### src/rtl/ram_arbiter.sv
// ram_arbiter: shares one synchronous-read RAM port between a CPU and an SPI slave.
// Define RAM_ARBITER_ROM_WP_EN to block CPU writes to 0x0000-0x3FFF.
module ram_arbiter #(
  parameter int SPI_ADDR_BITS = 32,
  parameter int RAM_ADDR_BITS = 16
) (
  input  logic                     clk,
  input  logic                     reset,
  input  logic                     cpu_req,
  input  logic                     cpu_we,
  input  logic [RAM_ADDR_BITS-1:0] cpu_addr,
  input  logic [7:0]               cpu_din,
  output logic [7:0]               cpu_dout,
  output logic                     cpu_ack,
  output logic                     cpu_wait_n,
  input  logic                     spi_wr,
  input  logic                     spi_rd,
  input  logic [SPI_ADDR_BITS-1:0] spi_addr,
  input  logic [7:0]               spi_din,
  output logic [7:0]               spi_dout,
  output logic                     spi_rvalid,
  output logic                     spi_ovf,
  output logic [7:0]               cpu_control,
  output logic                     ram_we,
  output logic [RAM_ADDR_BITS-1:0] ram_addr,
  output logic [7:0]               ram_din,
  input  logic [7:0]               ram_dout
);

  typedef enum logic [2:0] {
    IDLE, CPU_ACC, CPU_DONE, SPI_ACC, SPI_RDONE
  } state_t;

  state_t state_q, state_d;

  logic                     pend_q, pend_d;
  logic                     pwr_q, pwr_d;
  logic [15:0]              paddr_q, paddr_d;
  logic [7:0]               pdat_q, pdat_d;
  logic                     last_spi_q, last_spi_d;
  logic                     cwe_q, cwe_d;
  logic [7:0]               ctrl_q, ctrl_d;
  logic [7:0]               cdout_q, cdout_d;
  logic [7:0]               sdout_q, sdout_d;
  logic                     cack_q, cack_d;
  logic                     rvld_q, rvld_d;
  logic                     ovf_q, ovf_d;
  logic                     rwe_q, rwe_d;
  logic [RAM_ADDR_BITS-1:0] raddr_q, raddr_d;
  logic [7:0]               rdin_q, rdin_d;

  logic loading, creq, sel_ram, sel_ctl, free, cpu_wp;
  logic unused_spi;

  assign loading = ctrl_q[1];
  // The ack cycle still shows the finished request; it must not be granted twice.
  assign creq    = cpu_req & ~cack_q & ~loading;
  assign sel_ram = spi_addr[31:24] == 8'h00;
  assign sel_ctl = spi_addr[31:24] == 8'hFF;
  assign free    = (state_q == SPI_ACC && pwr_q) || (state_q == SPI_RDONE);
  assign unused_spi = ^spi_addr[23:16];

`ifdef RAM_ARBITER_ROM_WP_EN
  assign cpu_wp = cpu_addr[15:14] == 2'b00;
`else
  assign cpu_wp = 1'b0;
`endif

  always_comb begin
    state_d    = state_q;
    pend_d     = pend_q;
    pwr_d      = pwr_q;
    paddr_d    = paddr_q;
    pdat_d     = pdat_q;
    last_spi_d = last_spi_q;
    cwe_d      = cwe_q;
    ctrl_d     = ctrl_q;
    cdout_d    = cdout_q;
    sdout_d    = sdout_q;
    cack_d     = 1'b0;
    rvld_d     = 1'b0;
    ovf_d      = ovf_q;
    rwe_d      = 1'b0;
    raddr_d    = raddr_q;
    rdin_d     = rdin_q;

    if (free) pend_d = 1'b0;
    if ((spi_wr | spi_rd) && sel_ram) begin
      if (!pend_q || free) begin
        pend_d  = 1'b1;
        pwr_d   = spi_wr;
        paddr_d = spi_addr[15:0];
        pdat_d  = spi_din;
      end else begin
        ovf_d = 1'b1;
      end
    end
    if (spi_wr && sel_ctl) ctrl_d = spi_din;
    if (spi_rd && sel_ctl) begin
      sdout_d = ctrl_q;
      rvld_d  = 1'b1;
    end

    unique case (state_q)
      IDLE: begin
        if (pend_q && (!last_spi_q || !creq)) begin
          state_d = SPI_ACC;
          rwe_d   = pwr_q;
          raddr_d = RAM_ADDR_BITS'(paddr_q);
          rdin_d  = pdat_q;
        end else if (creq) begin
          state_d = CPU_ACC;
          rwe_d   = cpu_we & ~cpu_wp;
          raddr_d = cpu_addr;
          rdin_d  = cpu_din;
          cwe_d   = cpu_we;
        end
      end
      CPU_ACC: state_d = CPU_DONE;
      CPU_DONE: begin
        if (!cwe_q) cdout_d = ram_dout;
        cack_d     = 1'b1;
        last_spi_d = 1'b0;
        state_d    = IDLE;
      end
      SPI_ACC: begin
        if (pwr_q) begin
          last_spi_d = 1'b1;
          state_d    = IDLE;
        end else begin
          state_d = SPI_RDONE;
        end
      end
      SPI_RDONE: begin
        sdout_d    = ram_dout;
        rvld_d     = 1'b1;
        last_spi_d = 1'b1;
        state_d    = IDLE;
      end
      default: state_d = IDLE;
    endcase
  end

  always_ff @(posedge clk or posedge reset) begin
    if (reset) begin
      state_q    <= IDLE;
      pend_q     <= 1'b0;
      pwr_q      <= 1'b0;
      paddr_q    <= '0;
      pdat_q     <= '0;
      last_spi_q <= 1'b1;
      cwe_q      <= 1'b0;
      ctrl_q     <= '0;
      cdout_q    <= '0;
      sdout_q    <= '0;
      cack_q     <= 1'b0;
      rvld_q     <= 1'b0;
      ovf_q      <= 1'b0;
      rwe_q      <= 1'b0;
      raddr_q    <= '0;
      rdin_q     <= '0;
    end else begin
      state_q    <= state_d;
      pend_q     <= pend_d;
      pwr_q      <= pwr_d;
      paddr_q    <= paddr_d;
      pdat_q     <= pdat_d;
      last_spi_q <= last_spi_d;
      cwe_q      <= cwe_d;
      ctrl_q     <= ctrl_d;
      cdout_q    <= cdout_d;
      sdout_q    <= sdout_d;
      cack_q     <= cack_d;
      rvld_q     <= rvld_d;
      ovf_q      <= ovf_d;
      rwe_q      <= rwe_d;
      raddr_q    <= raddr_d;
      rdin_q     <= rdin_d;
    end
  end

  assign cpu_dout    = cdout_q;
  assign cpu_ack     = cack_q;
  assign cpu_wait_n  = ~loading & ~(cpu_req & ~cack_q);
  assign spi_dout    = sdout_q;
  assign spi_rvalid  = rvld_q;
  assign spi_ovf     = ovf_q;
  assign cpu_control = ctrl_q;
  assign ram_we      = rwe_q;
  assign ram_addr    = raddr_q;
  assign ram_din     = rdin_q;

endmodule

### config.mk
export PLATFORM = sky130hd
export DESIGN_NAME = ram_arbiter
export DESIGN_NICKNAME = d
export VERILOG_FILES = /design/src/rtl/ram_arbiter.sv
export SDC_FILE = /design/constraint.sdc
export NUM_CORES = 1
export LEC_CHECK = 0
export CAP_MARGIN = 10
export CORE_ASPECT_RATIO = 1.2
export CORE_MARGIN = 2
export CORE_UTILIZATION = 45
export CTS_BUF_LIST = sky130_fd_sc_hd__clkbuf_8 sky130_fd_sc_hd__clkbuf_16
export DETAILED_ROUTE_END_ITERATION = 10
export PLACE_DENSITY = 0.92
export REMOVE_ABC_BUFFERS = 1
export SKIP_CTS_REPAIR_TIMING = 1
export SYNTH_ARGS = -nofsm -noshare
export SYNTH_HDL_FRONTEND = slang
export SYNTH_SLANG_ARGS = --single-unit
### constraint.sdc
create_clock -name clk -period 3.69 [get_ports clk]
set_input_delay 0.738 -clock clk [delete_from_list [all_inputs] [get_ports clk]]
set_output_delay 0.738 -clock clk [all_outputs]
set_load 0.02 [all_outputs]
==> metrics.txt, run 1 <==
Setup Total Neg Slack=0 ns; critical path cell sequence=clkdlybuf4s50_1 > nor3b_1 > a21bo_2 > buf_4 > mux2i_1 > o21ai_0; PwrDens=between 600 and 700 mW/mm²; most frequent cell after synthesis=dfrtp_1; drt first pass iters=6; initial antenna violation count=0; largest family of logic cells by synthesized area=multiplexers; clock latency on the worst-skew pair=0.33 ns; maximum fanout along the worst path=14; Final min period=2.726 ns; met2 usage=0.3654; largest net degree at the start of global routing=between 60 and 70; post-route ant nets=0; gr usage total=0.2005; Worst VDD drop=between 0.4 and 0.5 mV; ratio of cells with drive above 1 in the final layout=0.1766; Clock Sinks=between 80 and 90; Layout Skew=approximately 0.01 ns; Worst setup SP type=primary input; clk buf depth=2; slew at the pin with the worst max-slew slack=roughly 1.1 ns; Core ar.=between 0.007 and 0.008 mm²; Worst path max stage delay=0.59 ns; Max Cap Viol=0; vias in the first global route=between 2000 and 3000; WS Path Type=primary input to flop; share of the synthesized area in the top cell type=0.5694; final WL=about 8400 µm; mux share of post-synthesis cell area=0.2437; post-synthesis adder-cell area fraction=0; Final Cycle Share=0.7388; #FFs+latches synth=83; Die W=roughly 86 µm; Crit path required time=3.85 ns; Via density=about 5.2; total chip power=~3.4 mW; Leak Pwr=roughly 2.4 nW; Syn. warnings=0; grt total ovfl=0; worst min-delay path startpoint=ram_din[4]; IO Pins=between 100 and 150; Area contributors post-synth=dfrtp_1, mux2i_1, mux2_4; sequential share of the synthesized area=0.5767; via count=about 2600; fmax=0.3668 GHz; CTS H-tree depth=3; design area=a little over 0.005 mm²; Final Core Density=0.6607; Worst R2R Start=cpu_control[1]; drt drc=0; fin nets=between 400 and 500; Slowest cell on crit path=a21bo_2; Die Area=roughly 0.0087 mm²; Post-Syn Area=around 0.0036 mm²; Setup crit end kind=flop; Clock transition at path regs=roughly 0.080 ns; Synth Area in Compound Gates=0.06076; max_slew headroom=0.2957; Cell Area, Placed=between 0.004 and 0.005 mm²; # setup viols final=0; CTS buffer count=9; initial core utilization=0.4675; chip height=~100 µm; # rows=35; Post-Synth XOR/XNOR Area=0; CP arrival=just under 3 ns; first-pass GRT wire length=13520 µm; wire per inst=about 17 µm; Final Slew Violations=0; TritonCTS clock tree=built; Final Hold Viols=0; unrepaired setup endpoints after global routing=no; GRT met3 Usage=0.04927; leading register cell type out of synthesis=dfrtp_1; top post-synthesis cells by count=dfrtp_1, o21ai_0, mux2i_1, nand2_1, mux2_2; CTS root buf=clkbuf_8; hold crit path type=flop to flop; post-synth cell types=34; Post-DP HPWL=6071 µm; number of enable flip-flop cells after synthesis=0; Port-buffer cells=122; Critical Path Start=cpu_req; GRT busiest layer=met2; syn avg cell area=roughly 13 µm²; Iteration-0 DRC Markers=between 50 and 60; Synth async-reset ratio=1.000; gp weighted congestion=roughly 0.8; met1 Track Usage GR=0.2293; synthesized instance count=roughly 270; area leader, netlist=dfrtp_1; outcome=complete, no violations; synth-to-layout area growth=41.32%; Diodes inserted=0; Synth Area in Simple Gates=0.07604
==> cell type report <==
cell class / count / area, µm²
timing repair buffer: 128 / 1279
clock buffer: 12 / 165.2
tap: 92 / 115.1
multi-input combinational: 169 / 1383
sequential: 83 / 2078
fill: 581 / 2615
inverter: 6 / 23.77
clock inverter: 4 / 48.80
==> worst max-delay path: cells and delay by family <==
family | cells | cell delay (ns)
multiplexers | 1 | 0.20
AO/OA/AOI/OAI | 2 | 0.68
buffers and inverters | 2 | 0.75
AND/OR/NAND/NOR | 1 | 0.51
==> cells in the final DEF, fill, tap and decap left out, types with 5 or more instances in the layout <==
cell             netlist  layout
clkdlybuf4s50_1        0     122
nand2_1               33      33
mux2_4                20      20
inv_1                  6       6
dfrtp_1               82      82
clkbuf_8               0      12
mux2_2                22      22
mux2i_1               33      33
buf_4                  1       5
o21ai_0               35      34
==> stage by stage <==
step | hold slack [ns] | std cells | setup slack [ns]
final | 0.4829 | 494 | 0.9637
after global routing | 0.5018 | 494 | 0.8033
after CTS | 0.4834 | 494 | 0.9455
after detailed placement | 0.4652 | 478 | 0.5934
after global placement | 0.4608 | 478 | 0.6566
after floorplan | 0.4542 | 258 | 0.05514
==> registers in the layout (all words and copies together) (netlist names), 3 cells and up <==
register,cells
spi_dout,8
ram_din,8
cpu_dout,8
cpu_control,8
state_q,3
paddr_q,16
ram_addr,16
pdat_q,8
==> final timing paths <==
path | slack (ns) | to | depth (start not counted)
setup reg to reg | 1.39 | ram_addr[1] | 5
max in group asynchronous | 2.01 | cpu_dout[0] | 3
min in group asynchronous | 0.92 | ram_addr[7] | 2
hold reg to reg | 0.48 | ram_din[4] | 2
hold / removal | 0.48 | ram_din[4] | 2
setup / recovery | 0.96 | ram_addr[1] | 6
==> where the power goes <==
part,internal [mW],switching (mW),leakage (nW)
Sequential,1.18,0.162,1.08
Combinational,0.680,0.706,1.26
Clock,0.366,0.301,0.106
Total,2.22,1.17,2.45
==> layer usage <==
metal / up-vias / share of wire
met5: - / 0
met2: 74 / 0.53
li1: 1204 / -
met1: 1274 / 0.40
met4: 0 / 0.017
met3: 13 / 0.051
==> cells by family (layout without fill, tap and decap cells) <==
kind of cell	Yosys count	count (layout)
compound gates	41	41
flops	83	83
simple gates	53	53
buf+inv	21	150
mux	75	75
(Power assumes the default switching activity.)
==> run 2, diff against run 1 <==
Clock period 3.69 ns to 2.6 ns, I/O delays scaled along.
==> run 2 against run 1 <==
Critical path depth fell by 3. Power increased by 39%. Combinational power grew 47%. Sequential share of layout area shrank 0.41 points. Worst setup slack worse by 0.60 ns. Largest cell class unchanged. Highest routed layer unchanged.
==> metrics.txt, run 2 (synthesis gave the netlist of run 1 again) <==
Psw=1.665 mW; total chip power=approximately 4.7 mW; via count=2512; Diodes inserted=0; Crit path required time=roughly 2.1 ns; slew at the pin with the worst max-slew slack=0.8661 ns; Die Area=a little under 0.009 mm²; synth-to-layout area growth=42.74%; commonest non-fill, non-tap cell in the layout=clkdlybuf4s50_1; drt first pass iters=4; CTS H-tree depth=3; Clock Sinks=83; CTS buffer count=9; Cell Int Power=a little over 3 mW; Final Slew Violations=0; max_slew headroom=0.4194; ratio of cells with drive above 1 in the final layout=0.1858; Post-DP HPWL=6251 µm; filler instances=a little under 600; critical path cell sequence=clkdlybuf4s50_1 > a21oi_1 > clkdlybuf4s50_1; Setup crit end kind=primary output; Slowest cell on crit path=clkdlybuf4s50_1; metal2 WL=4330 µm; IO Pins=around 130; clock latency on the worst-skew pair=between 0.3 and 0.4 ns; clk buf depth=2; first-pass GRT wire length=between 10000 and 15000 µm; Logic pwr share=0.434; Final Cycle Share=0.8618; grt total ovfl=0; post-route ant nets=0; Clock transition at path regs=about 0.070 ns; met1 wire length=~3500 µm; CP dominant cell by count=clkdlybuf4s50_1; TritonCTS clock tree=built; fin nets=just under 500; most frequent cells in the layout=clkdlybuf4s50_1, dfrtp_1, o21ai_0, mux2i_1, nand2_1; Max Cap Viol=0; # setup viols final=0; unrepaired setup endpoints after global routing=no; Final Hold Viols=0; WS Path Type=primary input to primary output; outcome=complete, no violations; Via density=roughly 5.0; Worst setup SP type=primary input; PwrDens=between 900 and 1000 mW/mm²; Layout Skew=~0.011 ns; Net Sw Frac=0.3541; part of the power in registers=0.404; highest metal used=met4; gp weighted congestion=around 0.78; gr usage total=0.2028; Port-buffer cells=about 120; WL met3=about 420 µm; Final Core Density=0.6674; initial core utilization=0.4675; Clock power frac=0.162; Worst path max stage delay=approximately 0.63 ns; Iteration-0 DRC Markers=between 90 and 100; drt drc=0; multi-input logic area=0.001383 mm²; hold crit path type=flop to flop; maximum fanout along the worst path=2; Seq. cell area=slightly above 0.002 mm²; fmax=between 0.4 and 0.5 GHz; CP arrival=between 1.5 and 2 ns; Final min period=between 2 and 2.5 ns; Die W=85.69 µm; initial antenna violation count=0; Worst VDD drop=between 0.5 and 0.6 mV; chip height=102.0 µm; delay-heaviest family, CP=buffers and inverters; Leak Pwr=approximately 2.5 nW; final WL=~8300 µm; Core ar.=about 0.0077 mm²; CTS root buf=clkbuf_8; # rows=35; Buf/Inv on CP=2; Setup Total Neg Slack=0 ns; largest net degree at the start of global routing=33; vias in the first global route=about 2700; wire per inst=16.53 µm
[run 2: metal layers]
layer | vias up | global-route usage
li1 | 1209 | -
met1 | 1226 | 0.2422
met2 | 71 | 0.3624
met3 | 6 | 0.04443
met4 | 0 | 0.07082
met5 | - | 0
[run 2: final timing paths]
| check | depth (start not counted) | end | slack [ns] | startpoint |
|---|---|---|---|---|
| worst max-delay path | 3 | cpu_wait_n | 0.36 | cpu_req |
| worst min-delay path | 2 | ram_din[6] | 0.48 | ram_din[6] |
| worst max register to register | 3 | cpu_dout[2] | 0.77 | state_q[2] |
| worst min register to register | 2 | ram_din[6] | 0.48 | ram_din[6] |
| max in group asynchronous | 3 | paddr_q[10] | 1.53 | reset |
| min in group asynchronous | 2 | ram_addr[14] | 0.49 | reset |
[run 2: worst register-to-register path: stages (launching register included)]
cell	delay, ns
dfrtp_1	0.42
nand2b_1	0.21
nor3_2	0.68
mux2_2	0.41
[run 2: layout make-up]
| class | count | area share |
|---|---|---|
| well taps | 92 | 0.02238 |
| inverters | 6 | 0.004622 |
| repair buffers | 135 | 0.2685 |
| clock inverters | 7 | 0.007541 |
| clock buffers | 9 | 0.02408 |
| multi-input cells | 169 | 0.2688 |
| flip-flops and latches | 83 | 0.4040 |
[run 2: power groups by stage]
stage | registers [mW] | clock network, mW | logic (mW)
after CTS | 1.90 | 0.798 | 2.08
after global routing | 1.94 | 0.848 | 2.21
final | 1.90 | 0.762 | 2.04
after floorplan | 2.29 | 0 | 0.620
after global placement | 1.90 | 0 | 2.01
after detailed placement | 1.92 | 0 | 2.07
[run 2: stage by stage]
stage | instance area, µm² | hold slack [ns] | worst slack, ns | std cells
2_1_floorplan | 3472 | 0.4542 | -0.8169 | 258
3_3_place_gp | 4981 | 0.4614 | 0.3200 | 485
3_5_place_dp | 4981 | 0.4690 | 0.3016 | 485
4_1_cts | 5144 | 0.4849 | 0.3519 | 501
5_1_grt | 5144 | 0.5063 | 0.3092 | 501
6_report | 5144 | 0.4811 | 0.3594 | 501
